$ cat src/rtl/fifo_status_led.sv
// -----------------------------------------------------------------------------
// fifo_status_led
// Status LED driver for the FIFO demo. Synchronizes the asynchronous FIFO flags
// into led_clk, latches compare errors, stretches the full/empty flags so short
// events stay visible, counts full/empty events, watches a heartbeat for
// stalls, and encodes overall health on a single blinking status LED.
//
// Ports
//   led_clk        : sole clock
//   sys_rst        : asynchronous active-high reset
//   rdata_error_i  : FIFO compare-error flag (async)
//   fifo_full_i    : FIFO full flag (async)
//   fifo_empty_i   : FIFO empty flag (async)
//   alive_i        : heartbeat toggle (async)
//   clr_n_i        : push-button clear, active-low (async)
//   led_status     : health pattern (OK slow blink, WARN fast blink,
//                    ERROR steady on, STALL off)
//   led_error      : sticky error LED
//   led_full       : stretched full LED
//   led_empty      : stretched empty LED
//   full_evt_cnt   : saturating count of full rising edges
//   empty_evt_cnt  : saturating count of empty rising edges
//   state_o        : 00 OK, 01 WARN, 10 ERROR, 11 STALL
// -----------------------------------------------------------------------------
module fifo_status_led #(
  parameter int unsigned SYNC_STAGE     = 2,
  parameter int unsigned STRETCH_CYCLES = 1000000,
  parameter int unsigned BLINK_DIV_W    = 22,
  parameter int unsigned WDOG_CYCLES    = 4000000
) (
  input  logic        led_clk,
  input  logic        sys_rst,
  input  logic        rdata_error_i,
  input  logic        fifo_full_i,
  input  logic        fifo_empty_i,
  input  logic        alive_i,
  input  logic        clr_n_i,
  output logic        led_status,
  output logic        led_error,
  output logic        led_full,
  output logic        led_empty,
  output logic [15:0] full_evt_cnt,
  output logic [15:0] empty_evt_cnt,
  output logic [1:0]  state_o
);

  localparam int unsigned CNT_W  = 16;
  localparam int unsigned STR_W  = (STRETCH_CYCLES < 1) ? 1 : $clog2(STRETCH_CYCLES + 1);
  localparam int unsigned WDOG_W = (WDOG_CYCLES < 1) ? 1 : $clog2(WDOG_CYCLES + 1);

  localparam logic [STR_W-1:0]  STR_LOAD = STR_W'(STRETCH_CYCLES);
  localparam logic [WDOG_W-1:0] WDOG_MAX = WDOG_W'(WDOG_CYCLES);

  typedef enum logic [1:0] {
    ST_OK    = 2'b00,
    ST_WARN  = 2'b01,
    ST_ERROR = 2'b10,
    ST_STALL = 2'b11
  } state_t;

  // Synchronizer chains; bit SYNC_STAGE-1 is the synchronized value
  logic [SYNC_STAGE-1:0] r_sync_err;
  logic [SYNC_STAGE-1:0] r_sync_full;
  logic [SYNC_STAGE-1:0] r_sync_empty;
  logic [SYNC_STAGE-1:0] r_sync_alive;
  logic [SYNC_STAGE-1:0] r_sync_clr;

  logic w_err_s;
  logic w_full_s;
  logic w_empty_s;
  logic w_alive_s;
  logic w_clr_s;

  // Previous synced values for edge detection
  logic r_full_d;
  logic r_empty_d;
  logic r_alive_d;

  logic w_full_rise;
  logic w_empty_rise;
  logic w_alive_chg;

  logic [CNT_W-1:0]       r_full_cnt;
  logic [CNT_W-1:0]       r_empty_cnt;
  logic [STR_W-1:0]       r_full_str;
  logic [STR_W-1:0]       r_empty_str;
  logic                   r_led_full;
  logic                   r_led_empty;
  logic                   r_led_error;
  logic [WDOG_W-1:0]      r_wdog;
  logic                   w_stall;
  logic [BLINK_DIV_W-1:0] r_div;
  logic                   w_slow;
  logic                   w_fast;

  state_t r_state;
  state_t w_state_nxt;
  logic   r_led_status;
  logic   w_status_nxt;

  // Input synchronizers; the clear chain idles released (high)
  always_ff @(posedge led_clk or posedge sys_rst) begin
    if (sys_rst) begin
      r_sync_err   <= '0;
      r_sync_full  <= '0;
      r_sync_empty <= '0;
      r_sync_alive <= '0;
      r_sync_clr   <= '1;
    end else begin
      r_sync_err   <= {r_sync_err[SYNC_STAGE-2:0],   rdata_error_i};
      r_sync_full  <= {r_sync_full[SYNC_STAGE-2:0],  fifo_full_i};
      r_sync_empty <= {r_sync_empty[SYNC_STAGE-2:0], fifo_empty_i};
      r_sync_alive <= {r_sync_alive[SYNC_STAGE-2:0], alive_i};
      r_sync_clr   <= {r_sync_clr[SYNC_STAGE-2:0],   clr_n_i};
    end
  end

  assign w_err_s   = r_sync_err[SYNC_STAGE-1];
  assign w_full_s  = r_sync_full[SYNC_STAGE-1];
  assign w_empty_s = r_sync_empty[SYNC_STAGE-1];
  assign w_alive_s = r_sync_alive[SYNC_STAGE-1];
  assign w_clr_s   = r_sync_clr[SYNC_STAGE-1];

  // Delayed synced flags for edge detection
  always_ff @(posedge led_clk or posedge sys_rst) begin
    if (sys_rst) begin
      r_full_d  <= 1'b0;
      r_empty_d <= 1'b0;
      r_alive_d <= 1'b0;
    end else begin
      r_full_d  <= w_full_s;
      r_empty_d <= w_empty_s;
      r_alive_d <= w_alive_s;
    end
  end

  assign w_full_rise  = w_full_s  & ~r_full_d;
  assign w_empty_rise = w_empty_s & ~r_empty_d;
  assign w_alive_chg  = w_alive_s ^ r_alive_d;

  // Saturating event counters; clear beats a simultaneous increment
  always_ff @(posedge led_clk or posedge sys_rst) begin
    if (sys_rst) begin
      r_full_cnt  <= '0;
      r_empty_cnt <= '0;
    end else if (!w_clr_s) begin
      r_full_cnt  <= '0;
      r_empty_cnt <= '0;
    end else begin
      if (w_full_rise && (r_full_cnt != '1)) begin
        r_full_cnt <= r_full_cnt + CNT_W'(1);
      end else begin
        r_full_cnt <= r_full_cnt;
      end
      if (w_empty_rise && (r_empty_cnt != '1)) begin
        r_empty_cnt <= r_empty_cnt + CNT_W'(1);
      end else begin
        r_empty_cnt <= r_empty_cnt;
      end
    end
  end

  // Pulse stretchers: reload while flag is high, count down afterwards
  always_ff @(posedge led_clk or posedge sys_rst) begin
    if (sys_rst) begin
      r_full_str  <= '0;
      r_empty_str <= '0;
      r_led_full  <= 1'b0;
      r_led_empty <= 1'b0;
    end else begin
      if (w_full_s) begin
        r_full_str <= STR_LOAD;
      end else if (r_full_str != '0) begin
        r_full_str <= r_full_str - STR_W'(1);
      end
      if (w_empty_s) begin
        r_empty_str <= STR_LOAD;
      end else if (r_empty_str != '0) begin
        r_empty_str <= r_empty_str - STR_W'(1);
      end
      r_led_full  <= w_full_s  | (r_full_str  != '0);
      r_led_empty <= w_empty_s | (r_empty_str != '0);
    end
  end

  // Sticky error; a live error overrides a pending clear
  always_ff @(posedge led_clk or posedge sys_rst) begin
    if (sys_rst) begin
      r_led_error <= 1'b0;
    end else if (w_err_s) begin
      r_led_error <= 1'b1;
    end else if (!w_clr_s) begin
      r_led_error <= 1'b0;
    end
  end

  // Heartbeat watchdog, saturating at the stall threshold
  always_ff @(posedge led_clk or posedge sys_rst) begin
    if (sys_rst) begin
      r_wdog <= '0;
    end else if (w_alive_chg) begin
      r_wdog <= '0;
    end else if (r_wdog != WDOG_MAX) begin
      r_wdog <= r_wdog + WDOG_W'(1);
    end
  end

  assign w_stall = (r_wdog == WDOG_MAX);

  // Free-running blink divider
  always_ff @(posedge led_clk or posedge sys_rst) begin
    if (sys_rst) begin
      r_div <= '0;
    end else begin
      r_div <= r_div + BLINK_DIV_W'(1);
    end
  end

  assign w_slow = r_div[BLINK_DIV_W-1];
  assign w_fast = r_div[BLINK_DIV_W-3];

  // Health FSM state and status LED registers
  always_ff @(posedge led_clk or posedge sys_rst) begin
    if (sys_rst) begin
      r_state      <= ST_OK;
      r_led_status <= 1'b0;
    end else begin
      r_state      <= w_state_nxt;
      r_led_status <= w_status_nxt;
    end
  end

  // Next state is a pure priority decode so every state is one cycle away;
  // the LED pattern follows the next state so both update on the same edge
  always_comb begin
    w_state_nxt  = ST_OK;
    w_status_nxt = 1'b0;
    if (w_stall) begin
      w_state_nxt = ST_STALL;
    end else if (r_led_error) begin
      w_state_nxt = ST_ERROR;
    end else if (r_led_full) begin
      w_state_nxt = ST_WARN;
    end
    case (w_state_nxt)
      ST_OK:    w_status_nxt = w_slow;
      ST_WARN:  w_status_nxt = w_fast;
      ST_ERROR: w_status_nxt = 1'b1;
      ST_STALL: w_status_nxt = 1'b0;
      default:  w_status_nxt = 1'b0;
    endcase
  end

  assign led_status    = r_led_status;
  assign led_error     = r_led_error;
  assign led_full      = r_led_full;
  assign led_empty     = r_led_empty;
  assign full_evt_cnt  = r_full_cnt;
  assign empty_evt_cnt = r_empty_cnt;
  assign state_o       = r_state;

endmodule
$ cat config.mk
export PLATFORM = sky130hd
export DESIGN_NAME = fifo_status_led
export DESIGN_NICKNAME = d
export VERILOG_FILES = /design/src/rtl/fifo_status_led.sv
export SDC_FILE = /design/constraint.sdc
export NUM_CORES = 1
export LEC_CHECK = 0
export CAP_MARGIN = 20
export CORE_MARGIN = 2
export CORE_UTILIZATION = 54
export DETAILED_ROUTE_END_ITERATION = 10
export HOLD_SLACK_MARGIN = 0.02
export PLACE_DENSITY = 0.85
export SYNTH_ARGS = -nofsm -noshare
export SYNTH_HDL_FRONTEND = slang
export SYNTH_SLANG_ARGS = --single-unit
$ cat constraint.sdc
create_clock -name led_clk -period 4.35 [get_ports led_clk]
set_clock_uncertainty 0.15 [all_clocks]
set_input_delay 0.6525 -clock led_clk [delete_from_list [all_inputs] [get_ports led_clk]]
set_output_delay 0.6525 -clock led_clk [all_outputs]
set_load 0.01 [all_outputs]
# [After elaboration in Yosys (flattened, before gate mapping)]
# Cells that the tools add are included.
[totals] register_bits=135 latchBits=0 ramBits=0 romBits=0 in_bits=7 memories=0
[op_classes] add_sub_neg=6 n_mul=0 div_mod_pow=0 n_lt_le_gt_ge=0 n_eq_ne=10 shift=0 mux=16 bitwise_logic=7 reduce_logical=8
[ops] op="$mux W20" count=4
[ops] op="$mux W16" count=4
[ops] op="$add A22 B1 Y22 const B" count=2
[ops] op="$mux W22" count=2
[ops] op="$reduce_bool A20 Y1" count=2
[ops] op="$sub A20 B1 Y20 const B" count=2
[ops] op="$add A16 B1 Y16 const B" count=2
[ops] op="$ne A16 B16 Y1 const B" count=2
[ops] op="$eq A22 B22 Y1 const B" count=1
[ops] op="$ne A22 B22 Y1 const B" count=1
[ops] op="$reduce_bool A2 Y1" count=3
[ops] op="$eq A2 B2 Y1 const B" count=2
[ops] op="$mux W2" count=2
[ops] op="$ne A2 B1 Y1 const B" count=2
[ops] op="$pmux W1 S4" count=1
[ops] op="$mux W1" count=3
[ops] op="$and A1 B1 Y1" count=2
[ops] op="$eq A2 B1 Y1 const B" count=1
[ops] op="$logic_and A1 B1 Y1" count=2
[ops] op="$logic_not A2 Y1" count=1
[ops] op="$ne A2 B2 Y1 const B" count=1
[ops] op="$not A1 Y1" count=2
[ops] op="$or A1 B1 Y1" count=2
[ops] op="$xor A1 B1 Y1" count=1

# [Logic depth before layout (Yosys ltp)]
[depth] depth_word=5 depth_mapped=8 ltp_nobuf=6

# [Worst setup path before layout]
# OpenSTA, ideal clock, no wires.
[synth_path] kind="flip-flop to flip-flop" from="reg r_empty_str[3]" to="reg r_empty_str[17]" setup_time_ns=0.072 t_arrival_ns=2.155 required_ns=4.128 slack_ns=1.973 path_stages_with_launch=6 n_path_buf=1 synth_period_minus_slack_ns=2.377 path_cell_list="dfrtp_1 or4_4 or4_1 buf_2 or4_1 nand3_1"
[synth_via] elab_chain_cells=3
[synth_rtl] item="from (decl)" line_no="86" text="logic [STR_W-1:0] r_empty_str;"
[synth_rtl] item="from (signal assigned)" line_no="179" text="r_empty_str <= r_empty_str - STR_W'(1);"
[synth_rtl] item="$sub A20 B1 Y20" line_no="179"
[synth_rtl] item="$mux W20" line_no="178" text="end else if (r_empty_str != '0) begin"
[synth_rtl] item="$mux W20" line_no="176" text="if (w_empty_s) begin"
# Several ways; a longest one is shown, not always the timed one. The select of a mux whose other input is x is not followed.
# A chain may end at the register's enable or synchronous reset.

# [Worst setup path after layout]
[layout_path] from="reg r_sync_full[1]" to="reg r_full_cnt[12], in the netlist full_evt_cnt[12]"
[layout_via] elab_chain_cells=3
[layout_rtl] item="from (decl)" line_no="63" text="logic [SYNC_STAGE-1:0] r_sync_full;"
[layout_rtl] item="from (signal assigned)" line_no="111" text="r_sync_full <= {r_sync_full[SYNC_STAGE-2:0], fifo_full_i};"
[layout_rtl] item="$and A1 B1 Y1" line_no="137" text="assign w_full_rise = w_full_s & ~r_full_d;"
[layout_rtl] item="$logic_and A1 B1 Y1" line_no="150" text="if (w_full_rise && (r_full_cnt != '1)) begin"
[layout_rtl] item="$ne A2 B1 Y1 (no line)"
[layout_rtl] item="to (signal assigned)" line_no="151" text="r_full_cnt <= r_full_cnt + CNT_W'(1);"
[layout_rtl] item="to (signal assigned)" line_no="153" text="r_full_cnt <= r_full_cnt;"
[layout_rtl] item="to (decl)" line_no="83" text="logic [CNT_W-1:0] r_full_cnt;"
# No other way between the ends.

==> flow_metrics.env <==
export IMPL_status="finished, final reports clean"
export IMPL_cts_sinks=135
export IMPL_viasPerCell=6.149
export IMPL_tns_ps=0
export IMPL_io_pins=45
export IMPL_routed_via_count=5700
export IMPL_postSynthNetCount=714
export IMPL_fmax_ghz=0.3731
export IMPL_ys_seq_area_share_pct=49.67
export IMPL_vdd_ir_drop_max_uv=261.9
export IMPL_cap_violations=0
export IMPL_holdCritPathClass="reg -> reg"
export IMPL_initial_utilization_pct=54.60
export IMPL_ant_nets=0
export IMPL_gp_congestion=0.9199
export IMPL_hold_buffers=0
export IMPL_clkSlewWorstSetupHoldPaths_ps=60
export IMPL_cts_tree="done"
export IMPL_dr_pass1_iters=5
export IMPL_synth_cell_types=52
export IMPL_crit_fanout=34
export IMPL_rr_worst_depth=4
export IMPL_layout_common_cells="dfrtp_1 (133), nand2_1 (53), nand3_1 (45)"
export IMPL_p_per_area_nw_per_um2=389.2
export IMPL_syn_area_per_cell_sq_um=9.751
export IMPL_cts_made_buffers=17
export IMPL_syn_area_sq_um=6807
export IMPL_holdPathStages=0
export IMPL_wire_per_inst_microns=15.91
export IMPL_die_x_microns=116.3
export IMPL_h_tree_depth=4
export IMPL_cts_setup_buffers=0
export IMPL_nets=758
export IMPL_maxSlewViolCount=0
export IMPL_grt_total_usage_pct=22.88
export IMPL_pre_cts_slack_ps=1718
export IMPL_grt_max_degree=49
export IMPL_synth_cells=698
export IMPL_cp_start_kind="register"
export IMPL_drive_above_1_share_pct=6.887
export IMPL_setup_violations_final=0
export IMPL_grt_pass1_wl_microns=24700
export IMPL_ys_ff_latch=135
export IMPL_fin_ws_ps=1670
export IMPL_coreArea_sq_um=12470
export IMPL_fin_crit_sh_pct=61.62
export IMPL_grt_ovfl_total=0
export IMPL_diodes=0
export IMPL_cts_resized=0
export IMPL_min_period_ps=2680
export IMPL_area_growth_pct=19.19
export IMPL_hold_viol=0
export IMPL_crit_type="reg -> reg"
export IMPL_worstPathArrival_ps=2880
export IMPL_numPlacedInstances=892
export IMPL_antenna_found_initial=0
export IMPL_cts_root_buf="clkbuf_16"
export IMPL_worstSkewPairLatency_ps=430
export IMPL_worst_pin_slew_ps=973.2
export IMPL_wl_microns=14750
export IMPL_synth_edf_count=0
export IMPL_final_util_pct=65.08
export IMPL_port_buffers=44
export IMPL_yosys_warnings=0
export IMPL_dieArea_sq_um=13520
export IMPL_end_kind="register"
export IMPL_cp_required_ps=4550
export IMPL_p_leak_uw=0.003185
export IMPL_async_flop_share_pct=100.0
export IMPL_rows=41
export IMPL_fillers=938
export IMPL_cts_buffer_depth=2
export IMPL_drc=0
export IMPL_die_h_microns=116.3
export IMPL_grt_pass1_vias=5443
export IMPL_synth_ff_type="dfrtp_1"
export IMPL_final_common_cell="dfrtp_1"
export IMPL_hpwl_microns=9675
export IMPL_fin_cells=927
export IMPL_drt_iter0_markers=557
export IMPL_slew_headroom_pct=35.12
export IMPL_grt_setup_unrepaired="no"
through the flow:
stage / power [uW] / hold slack, ps / cell area [sq um]
finish: 3157 / 202.1 / 8113
floorplan: 1510 / 181.2 / 6810
detailed placement: 1578 / 185.5 / 7416
CTS: 3173 / 202.1 / 8080
global route: 3268 / 212.7 / 8113
global placement: 1564 / 189.8 / 7416
path summary, 6_finish.rpt:
kind	start	endpoint	slack [ps]
setup / recovery	r_sync_full[1]	full_evt_cnt[12]	1670
hold / removal	r_sync_alive[0]	r_sync_alive[1]	200
setup reg to reg	r_sync_full[1]	full_evt_cnt[12]	1670
hold reg to reg	r_sync_alive[0]	r_sync_alive[1]	200
max in group asynchronous	sys_rst	r_wdog[8]	2810
min in group asynchronous	sys_rst	r_sync_full[0]	430
layer usage:
layer  vias up  track usage (%)  share of wire [%]
li1       2685                -                  -
met1      2800            28.31                 43
met2       183            38.22                 50
met3        32            6.279                4.6
met4         0            9.206                2.2
met5         -                0                  0
cells in the mapped netlist, types with 3 or more instances:
library cell / number / area [sq um]
and4b_1: 3 / 30.03
mux2_2: 4 / 45.04
xnor2_1: 23 / 201.4
mux2i_1: 22 / 220.2
xor2_1: 9 / 78.83
nand4_1: 25 / 156.4
nor3b_1: 3 / 22.52
or3_1: 17 / 106.4
and4_1: 7 / 61.31
nor4b_1: 6 / 52.55
and3_1: 12 / 75.07
nor2_1: 42 / 157.7
and2_1: 4 / 25.02
nand3b_1: 3 / 22.52
a21oi_1: 44 / 220.2
dfrtp_1: 133 / 3328
nand2_1: 53 / 198.9
nor4_1: 22 / 137.6
inv_1: 23 / 86.33
or3_2: 3 / 22.52
nor2b_1: 14 / 87.58
nor3_1: 16 / 80.08
o21ai_0: 25 / 125.1
a21o_1: 3 / 22.52
clkbuf_1: 22 / 82.58
a211oi_1: 7 / 52.55
a41o_1: 3 / 30.03
nand2b_1: 18 / 112.6
or4_1: 24 / 180.2
nand3_1: 45 / 225.2
ha_1: 9 / 112.6
a31oi_1: 8 / 50.05
o31ai_1: 20 / 150.1
report_power, final:
part	leakage [uW]	switching, uW	total [uW]	internal, uW
clock	0.000322	533	1590	1060
combinational	0.00113	122	208	86.4
sequential	0.00173	59.0	1360	1300
logic make-up after synthesis:
kind of cell | share of synthesized area [%]
buffers and inverters | 2.757
AO/OA/AOI/OAI | 11.43
flip-flops | 49.67
adder cells (fa/ha/maj) | 1.654
XOR/XNOR | 4.118
AND/OR/NAND/NOR | 26.47
multiplexers | 3.897
sequential cells by signal (all words and copies together) (netlist names):
name / cells
r_wdog: 22
r_empty_str: 20
r_sync_full: 2
r_full_str: 20
r_sync_alive: 2
r_sync_empty: 2
r_sync_err: 2
led_empty: 1
led_error: 1
r_sync_clr: 2
r_alive_d: 1
state_o: 2
r_empty_d: 1
full_evt_cnt: 16
r_div: 22
r_full_d: 1
led_full: 1
empty_evt_cnt: 16
led_status: 1
critical path: stages (launching register included):
cell       delay (ps)
dfrtp_1           980
and4b_1           380
nand3_1           280
a2111oi_0         570
mux2i_1           250
cell type report:
type	count	area, sq um	area share (%)
well taps	172	215.2	2.653
inverters	24	93.84	1.157
clock inverters	12	197.7	2.437
clock buffers	20	466.7	5.753
repair buffers	50	520.5	6.416
multi-input cells	514	3238	39.91
flip-flops and latches	135	3381	41.67
Note: power is estimated with default switching activity, not from simulation.
